**config.mk**
```make
export PLATFORM = sky130hd
export DESIGN_NAME = output_port_arbiter
export DESIGN_NICKNAME = d
export VERILOG_FILES = /design/src/rtl/output_port_arbiter.sv
export SDC_FILE = /design/constraint.sdc
export NUM_CORES = 1
export LEC_CHECK = 0
export ABC_AREA = 1
export BUFFER_PORTS_ARGS = -buffer_cell sky130_fd_sc_hd__buf_2
export CORE_AREA = 2 2 139 141
export CTS_BUF_LIST = sky130_fd_sc_hd__clkbuf_8
export DETAILED_ROUTE_END_ITERATION = 8
export DIE_AREA = 0 0 141 143
export PLACE_DENSITY = 0.73
export SLEW_MARGIN = 20
export SYNTH_ARGS = -nofsm -noshare
export SYNTH_HDL_FRONTEND = slang
export SYNTH_SLANG_ARGS = --single-unit
```
**constraint.sdc**
```tcl
create_clock -name clk -period 5 [get_ports clk]
set_input_delay 1 -clock clk [delete_from_list [all_inputs] [get_ports clk]]
set_output_delay 1 -clock clk [all_outputs]
set_load 0.02 [all_outputs]
```
**src/rtl/output_port_arbiter.sv**
```systemverilog
// Purpose:      round-robin arbiter granting one of NREQ input buffers onto a router output channel.
// Latency:      a packet granted in cycle N appears on so/do_o in cycle N+1.
// Backpressure: no grant unless ri=1 and en=1; blocked requests stay pending with rr_ptr frozen.
//
// Ports:
//   clk        system clock, rising edge
//   reset      synchronous active-low reset
//   en         arbitration enable
//   ri         downstream ready
//   req        per-requester request
//   vc         per-requester virtual-channel bit of the held packet
//   di         packed requester data, requester i at [PACKET_WIDTH*i +: PACKET_WIDTH]
//   gnt        one-hot combinational grant (requester pops on the edge ending a gnt cycle)
//   so         registered send strobe
//   do_o       registered packet data
//   polarity   registered phase bit, toggles every cycle out of reset
//   pkt_count  registered count of forwarded packets (wraps silently)
module output_port_arbiter #(
  parameter int PACKET_WIDTH = 64,
  parameter int NREQ         = 4
) (
  input  logic                      clk,
  input  logic                      reset,
  input  logic                      en,
  input  logic                      ri,
  input  logic [NREQ-1:0]           req,
  input  logic [NREQ-1:0]           vc,
  input  logic [NREQ*PACKET_WIDTH-1:0] di,
  output logic [NREQ-1:0]           gnt,
  output logic                      so,
  output logic [PACKET_WIDTH-1:0]   do_o,
  output logic                      polarity,
  output logic [15:0]               pkt_count
);

  // The pointer is two bits wide, so its natural wrap implements modulo NREQ (NREQ is fixed at 4).
  logic [1:0]              rr_ptr_q, rr_ptr_d;
  logic                    so_q, so_d;
  logic [PACKET_WIDTH-1:0] do_q, do_d;
  logic                    polarity_q, polarity_d;
  logic [15:0]             pkt_count_q, pkt_count_d;

  logic [NREQ-1:0] elig;
  logic            found;
  logic [1:0]      win;
  logic [1:0]      idx;
  logic            grant_vld;

  // Eligibility and rotating-priority search starting at rr_ptr.
  always_comb begin
    elig  = req & ~(vc ^ {NREQ{polarity_q}});
    found = 1'b0;
    win   = 2'd0;
    idx   = 2'd0;
    for (int k = 0; k < NREQ; k++) begin
      idx = rr_ptr_q + 2'(k);
      if (!found && elig[idx]) begin
        found = 1'b1;
        win   = idx;
      end
    end
  end

  // Reset, enable and downstream ready all gate the grant, so a stalled
  // cycle never pops a requester or moves the pointer.
  assign grant_vld = reset && en && ri && found;

  always_comb begin
    gnt = '0;
    if (grant_vld) begin
      gnt[win] = 1'b1;
    end
  end

  always_comb begin
    polarity_d  = ~polarity_q;
    so_d        = grant_vld;
    do_d        = do_q;
    rr_ptr_d    = rr_ptr_q;
    pkt_count_d = pkt_count_q;
    if (grant_vld) begin
      do_d        = di[PACKET_WIDTH*int'(win) +: PACKET_WIDTH];
      rr_ptr_d    = win + 2'd1;
      pkt_count_d = pkt_count_q + 16'd1;
    end
  end

  always_ff @(posedge clk) begin
    if (!reset) begin
      polarity_q  <= 1'b0;
      so_q        <= 1'b0;
      do_q        <= '0;
      rr_ptr_q    <= 2'd0;
      pkt_count_q <= 16'd0;
    end else begin
      polarity_q  <= polarity_d;
      so_q        <= so_d;
      do_q        <= do_d;
      rr_ptr_q    <= rr_ptr_d;
      pkt_count_q <= pkt_count_d;
    end
  end

  assign so        = so_q;
  assign do_o      = do_q;
  assign polarity  = polarity_q;
  assign pkt_count = pkt_count_q;

endmodule

```
==> flow_summary_export.csv, run 1 <==
group,metric,value,unit
global_routing,grt_pass1_vias,7226,
cells_and_area,drive_gt1_share,27.5,%
worst_setup_path,worst-path-buf-inv,6,
clock_network,cts-resized-gates,0,
global_routing,use_met1,25.6,%
timing,setup_viol,0,
timing,finalHoldViolCount,0,
floorplan,dieWidth,141,um
placement,hpwlAfterDp,16400,um
worst_setup_path,worstSetupPathType,"input pin to primary output",
power,power.density,294,nW/um^2
logic_synthesis,avgSynthCellArea,5.69,um^2
clock_network,cts_buffers,9,
clock_network,clock_latency,370,ps
timing,finalCritPeriodShare,80.4,%
floorplan,die_y,143,um
route,routedWlPerCell,13.5,um
logic_synthesis,yosys_register_bits,84,
floorplan,dieArea,20200,um^2
clock_network,tritoncts,"done",
worst_setup_path,crit_top_cell,"nand2_1",
floorplan,num_io_pins,354,
logic_synthesis,synth_cells,1128,
floorplan,start_util,34.5,%
cells_and_area,nets,1688,
power,peakVddDrop,222,uV
route,vias_per_cell,4.86,
global_routing,grt_use_met2,36.6,%
worst_setup_path,crit_slowest_cell,"inv_2",
route,vias,8079,
global_routing,grt_max_degree,105,
clock_network,cts_max_level,3,
timing,worst_pin_slew,1040,ps
global_routing,grt_overflow_total,0,
timing,rsz0062_at_grt,"no",
timing,max_slew_margin,30.3,%
worst_setup_path,crit_family,"simple AND/OR/NAND/NOR gates",
logic_synthesis,synth.cell_area,6420,um^2
power,p_leak,4.57,nW
clock_network,cts_root_buf,"clkbuf_8",
worst_setup_path,cp.required,4000,ps
logic_synthesis,seq_area_frac_synth,26.2,%
cells_and_area,area_growth,28.7,%
worst_hold_path,min_path_type,"register to register",
global_routing,track_usage,21.3,%
run,cap_violations,0,
clock_network,cts_setup_buffers,0,
placement,dpl_worst_slack,1010,ps
route,dr.pass1.iters,5,
timing,clock.fmax,0.249,GHz
route,drtIter0Drc,389,
route,drc_errors,0,
worst_setup_path,rr_worst_depth,13,
worst_setup_path,crit_arrival,3020,ps
worst_setup_path,crit_chain,"buf_2 > inv_1 > nand2_1 > nand3_1 > nand2_1 > nand2_1 > nand2_1 > nand2_1 > nand3b_1 > nand2_1 > inv_2 > nand2_4 > inv_2 > nand2_1 > inv_1 > buf_2",
status,status,"completed",
route,drt.antenna.violating_nets,0,
worst_setup_path,path_depth,16,
global_routing,grt_pass1_wl,34800,um
global_routing,grtUsageMet3,4.90,%
worst_setup_path,crit_fanout,35,
logic_synthesis,yosys_warnings,0,
timing,setup_slack,981,ps
worst_setup_path,max_stage_delay,550,ps
logic_synthesis,synth_nets,1397,
clock_network,cts_hold_buf,0,
clock_network,ctsLongestPathBuffers,2,
timing,finalMaxSlewViolations,0,
timing,layout_min_cycle_time,4020,ps
floorplan,core_area,18600,um^2
clock_network,path_clk_slew,90,ps
clock_network,cts_sinks,84,
placement,place.gp.congestion,0.931,
worst_hold_path,holdPathStages,2,
logic_synthesis,synth.distinct_cells,33,
worst_setup_path,end_kind,"primary output",
placement,port_buffers,353,
global_routing,grt.busiest_layer,"met2",
global_routing,antenna_found_initial,3,
placement,postPlaceCellArea,8050,um^2
cells_and_area,fin_util,44.5,%
timing,fin_skew,14.5,ps
cells_and_area,fin_area,8260,um^2
floorplan,rows,50,
route,drt-total-wl,22500,um
timing,final.setup.tns,0,ps
worst_setup_path,cp-start-kind,"input pin",
## layout by cell type, fill, tap and decap left out
| cell type | n |
|---|---|
| nor4_1 | 3 |
| xnor2_1 | 3 |
| dfxtp_1 | 84 |
| nand3b_1 | 1 |
| ha_1 | 1 |
| nand4_1 | 7 |
| a31oi_1 | 1 |
| buf_4 | 11 |
| o21ai_2 | 1 |
| o21bai_1 | 1 |
| nand2_4 | 2 |
| nand2_1 | 256 |
| a21oi_1 | 14 |
| nand2_2 | 2 |
| clkbuf_8 | 11 |
| nor2_4 | 1 |
| nor3_1 | 9 |
| clkinvlp_4 | 2 |
| diode_2 | 3 |
| a211oi_1 | 1 |
| nor2_1 | 140 |
| bufinv_16 | 1 |
| nand3_1 | 281 |
| a22oi_1 | 1 |
| o21ai_0 | 69 |
| inv_2 | 6 |
| xor2_1 | 5 |
| inv_1 | 154 |
| xnor2_4 | 1 |
| o21a_1 | 1 |
| buf_2 | 353 |
| a21oi_2 | 1 |
## registers in the layout (all words and copies together) (netlist names)
| register | cells |
|---|---|
| so | 1 |
| rr_ptr_q | 2 |
| pkt_count | 16 |
| polarity | 1 |
| do_o | 64 |
## metal layers
layer  up-vias  wire length [um]
met5         -                 0
met4         0               677
met3        44              1800
met2       363             10600
met1      3526              9390
li1       4146                 -
## cell usage after synthesis
cell type  instances  area share [%]
nor2_1           140             8.2
nand2_2            3            0.29
nand3_1          281              22
xor2_1             5            0.68
xnor2_4            1            0.43
nand2_4            1            0.18
o21ai_0           69             5.4
a211oi_1           1            0.12
a21oi_1           14             1.1
ha_1               1            0.19
xnor2_1            3            0.41
buf_2             36             2.8
o21a_1             1            0.12
buf_4             20             2.3
buf_8              3            0.70
a21oi_2            1            0.14
nor2_4             1            0.18
inv_2              6            0.35
buf_1              1           0.058
nor4_1             3            0.29
nor3_1             9            0.70
nand2_1          256              15
o21ai_2            1            0.14
a31oi_1            1           0.098
clkbuf_1          17            0.99
clkbuf_2           1           0.078
a22oi_1            1            0.12
buf_6              6             1.1
inv_1            152             8.9
nand3b_1           1            0.12
nand4_1            7            0.68
o21bai_1           1            0.12
dfxtp_1           84              26
## per-stage QoR
stage	power, mW	instances	hold slack (ps)
final	2.43	1661	505
after global routing	2.63	1659	529
after CTS	2.46	1658	506
after detailed placement	1.94	1642	492
after global placement	1.93	1642	488
after floorplan	1.68	1128	556
## power by group
group	switching, mW	leakage [nW]	internal, mW
Combinational	0.811	3.78	0.376
Clock	0.256	0.104	0.255
Sequential	0.0231	0.684	0.710
Total	1.09	4.57	1.34
## area by class of cell
| type | count | area [um^2] |
|---|---|---|
| fillers | 2032 | 10300 |
| multi-input cells | 802 | 3630 |
| repair buffers | 364 | 1850 |
| flip-flops and latches | 84 | 1680 |
| inverters | 158 | 593 |
| well taps | 234 | 293 |
| clock buffers | 11 | 151 |
| clock inverters | 5 | 52.6 |
| diodes | 3 | 7.51 |
## kinds of logic after synthesis
kind of cell / Yosys count / synth area share [%]
adders and majority gates: 1 / 0.195
and+or+nand+nor: 702 / 47.5
buffers and inverters: 242 / 17.3
xor gates and xnor gates: 9 / 1.52
AOI/OAI and AO/OA: 90 / 7.31
DFF: 84 / 26.2
## worst min-delay path, delay by kind of cell, from the launching register on
kind | cells | cell delay (ps)
flip-flops | 1 | 340
AND/OR/NAND/NOR | 1 | 70
AO/OA/AOI/OAI | 1 | 50
## final timing paths
kind / start / end / slack, ps
worst max-delay path: vc[0] / gnt[1] / 980
worst min-delay path: pkt_count[8] / pkt_count[8] / 500
worst max register to register: rr_ptr_q[0] / do_o[25] / 1760
worst min register to register: pkt_count[8] / pkt_count[8] / 500
Power figures use the tool's default switching activity.
==> inputs of run 2 (changes only) <==
==> constraint.sdc (replaced) <==
create_clock -name clk -period 3.9 [get_ports clk]
set_input_delay 0.78 -clock clk [delete_from_list [all_inputs] [get_ports clk]]
set_output_delay 0.78 -clock clk [all_outputs]
set_load 0.02 [all_outputs]
==> flow_summary_export.csv, run 2 (synthesis results as in run 1) <==
group,metric,value,unit
status,status,"completed",
floorplan,die_y,143,um
timing,layout_min_cycle_time,3410,ps
clock_network,path_clk_slew,90,ps
worst_setup_path,cp.required,3120,ps
placement,place.gp.congestion,0.945,
route,drt-total-wl,22200,um
global_routing,track_usage,21.1,%
floorplan,core_area,18600,um^2
timing,clock.fmax,0.294,GHz
cells_and_area,largest_reg_flops,64,
power,power_frac_comb,50.3,%
timing,max_slew_margin,55.0,%
clock_network,ctsLongestPathBuffers,2,
cells_and_area,fillers,1968,
worst_setup_path,r2r_setup_slack,1270,ps
cells_and_area,fin_area,8310,um^2
clock_network,cts_setup_buffers,0,
power,intPower,1.73,mW
timing,worst_pin_slew,675,ps
placement,port_buffers,353,
global_routing,grt_max_degree,144,
route,drtIter0Drc,388,
power,switching_power,1.39,mW
worst_hold_path,min_from,"pkt_count[15]",
placement,placed_cells,1642,
clock_network,cts_root_buf,"clkbuf_8",
floorplan,start_util,34.5,%
worst_setup_path,cp-start-kind,"register",
power,peakVddDrop,251,uV
floorplan,num_io_pins,354,
route,drt.antenna.violating_nets,0,
cells_and_area,final_cells,1656,
clock_network,cts_hold_buf,0,
clock_network,tritoncts,"done",
global_routing,grt_pass1_vias,6971,
global_routing,grt_overflow_total,0,
cells_and_area,area_growth,29.4,%
route,routedWlPerCell,13.4,um
worst_setup_path,rr_worst_depth,15,
clock_network,cts_buffers,9,
power,pwr-share-clk,19.6,%
worst_setup_path,crit_arrival,2630,ps
cells_and_area,drive_gt1_share,27.5,%
cells_and_area,nets,1688,
power,power.share.sequential,30.1,%
placement,hpwlAfterDp,15900,um
floorplan,dieWidth,141,um
timing,finalCritPeriodShare,87.4,%
clock_network,cts-resized-gates,0,
worst_hold_path,holdPathStages,2,
clock_network,clock_latency,370,ps
worst_setup_path,worstReg2RegEnd,"do_o[22]",
worst_setup_path,end_kind,"primary output",
route,dr.pass1.iters,5,
floorplan,dieArea,20200,um^2
timing,setup_viol,0,
power,p_total,3.12,mW
timing,fin_skew,10.3,ps
clock_network,cts_sinks,84,
timing,finalHoldViolCount,0,
floorplan,rows,50,
route,drc_errors,0,
power,p_leak,4.58,nW
power,swShare,44.5,%
route,vias_per_cell,4.83,
worst_hold_path,holdPathEnd,"pkt_count[15]",
global_routing,antenna_found_initial,2,
timing,rsz0062_at_grt,"no",
worst_setup_path,crit_fanout,28,
cells_and_area,layout_commonest_cell,"buf_2",
global_routing,grt_pass1_wl,34100,um
timing,final.setup.tns,0,ps
run,cap_violations,0,
worst_setup_path,rr_startpoint,"rr_ptr_q[0]",
cells_and_area,final_cell_mix,"buf_2, nand3_1, nand2_1",
worst_hold_path,min_path_type,"register to register",
worst_setup_path,worstSetupPathType,"register to primary output",
clock_network,cts_max_level,3,
timing,finalMaxSlewViolations,0,
route,vias,8006,
placement,postPlaceCellArea,8130,um^2
power,power.density,376,nW/um^2
run 2: changes by cell type in the layout (fill, tap and decap cells not counted), moves of 2 or more:
cell / change
clkinv_2: +2
diode_2: -2
clkinvlp_4: -2
inv_1: -2
buf_4: -6
buf_12: +6
run 2: how the worst max path moves through the flow:
stage / from / to / depth (start not counted)
floorplan: vc[0] / gnt[3] / 15
global placement: vc[2] / gnt[3] / 13
detailed placement: vc[2] / gnt[3] / 13
CTS: rr_ptr_q[0] / gnt[3] / 10
global route: rr_ptr_q[0] / gnt[3] / 9
finish: rr_ptr_q[0] / gnt[3] / 10
run 2: final cells by class:
| cell class | instances | area, um^2 | area share [%] |
|---|---|---|---|
| diodes | 1 | 2.50 | 0.0301 |
| clock buffers | 10 | 138 | 1.66 |
| clock inverters | 3 | 40.0 | 0.482 |
| inverters | 158 | 593 | 7.14 |
| multi-input cells | 802 | 3630 | 43.7 |
| flip-flops and latches | 84 | 1680 | 20.2 |
| well taps | 234 | 293 | 3.53 |
| repair buffers | 364 | 1920 | 23.2 |
run 2: per-layer routing:
layer	global-route usage, %	wire, um	vias up
met4	6.42	405	2
met3	5.30	1720	35
li1	-	-	4148
met2	37.2	10800	349
met5	0	13	-
met1	25.3	9200	3472
run 2: critical path: stages (launching register included):
cell and delay, ps:
dfxtp_1 650, xnor2_4 190, inv_2 80, nand3_1 120
o21ai_2 80, nor2_1 130, nand4_1 160, nand2_4 300
inv_2 100, nor3_1 230, buf_2 220
run 2: per-stage QoR:
| step | util, % | hold slack, ps | setup slack (ps) |
|---|---|---|---|
| after floorplan | - | 556 | 781 |
| after global placement | 43.7 | 486 | 645 |
| after detailed placement | 43.7 | 493 | 561 |
| after CTS | 44.7 | 506 | 446 |
| after global routing | 44.7 | 527 | 199 |
| final | 44.7 | 501 | 493 |
run 2: power groups by stage:
stage / combinational, mW / clock, mW / sequential (mW)
2_1_floorplan: 1.14 / 0 / 1.02
3_3_place_gp: 1.56 / 0 / 0.957
4_1_cts: 1.57 / 0.649 / 0.938
3_5_place_dp: 1.57 / 0 / 0.958
6_report: 1.57 / 0.613 / 0.939
5_1_grt: 1.76 / 0.683 / 0.946
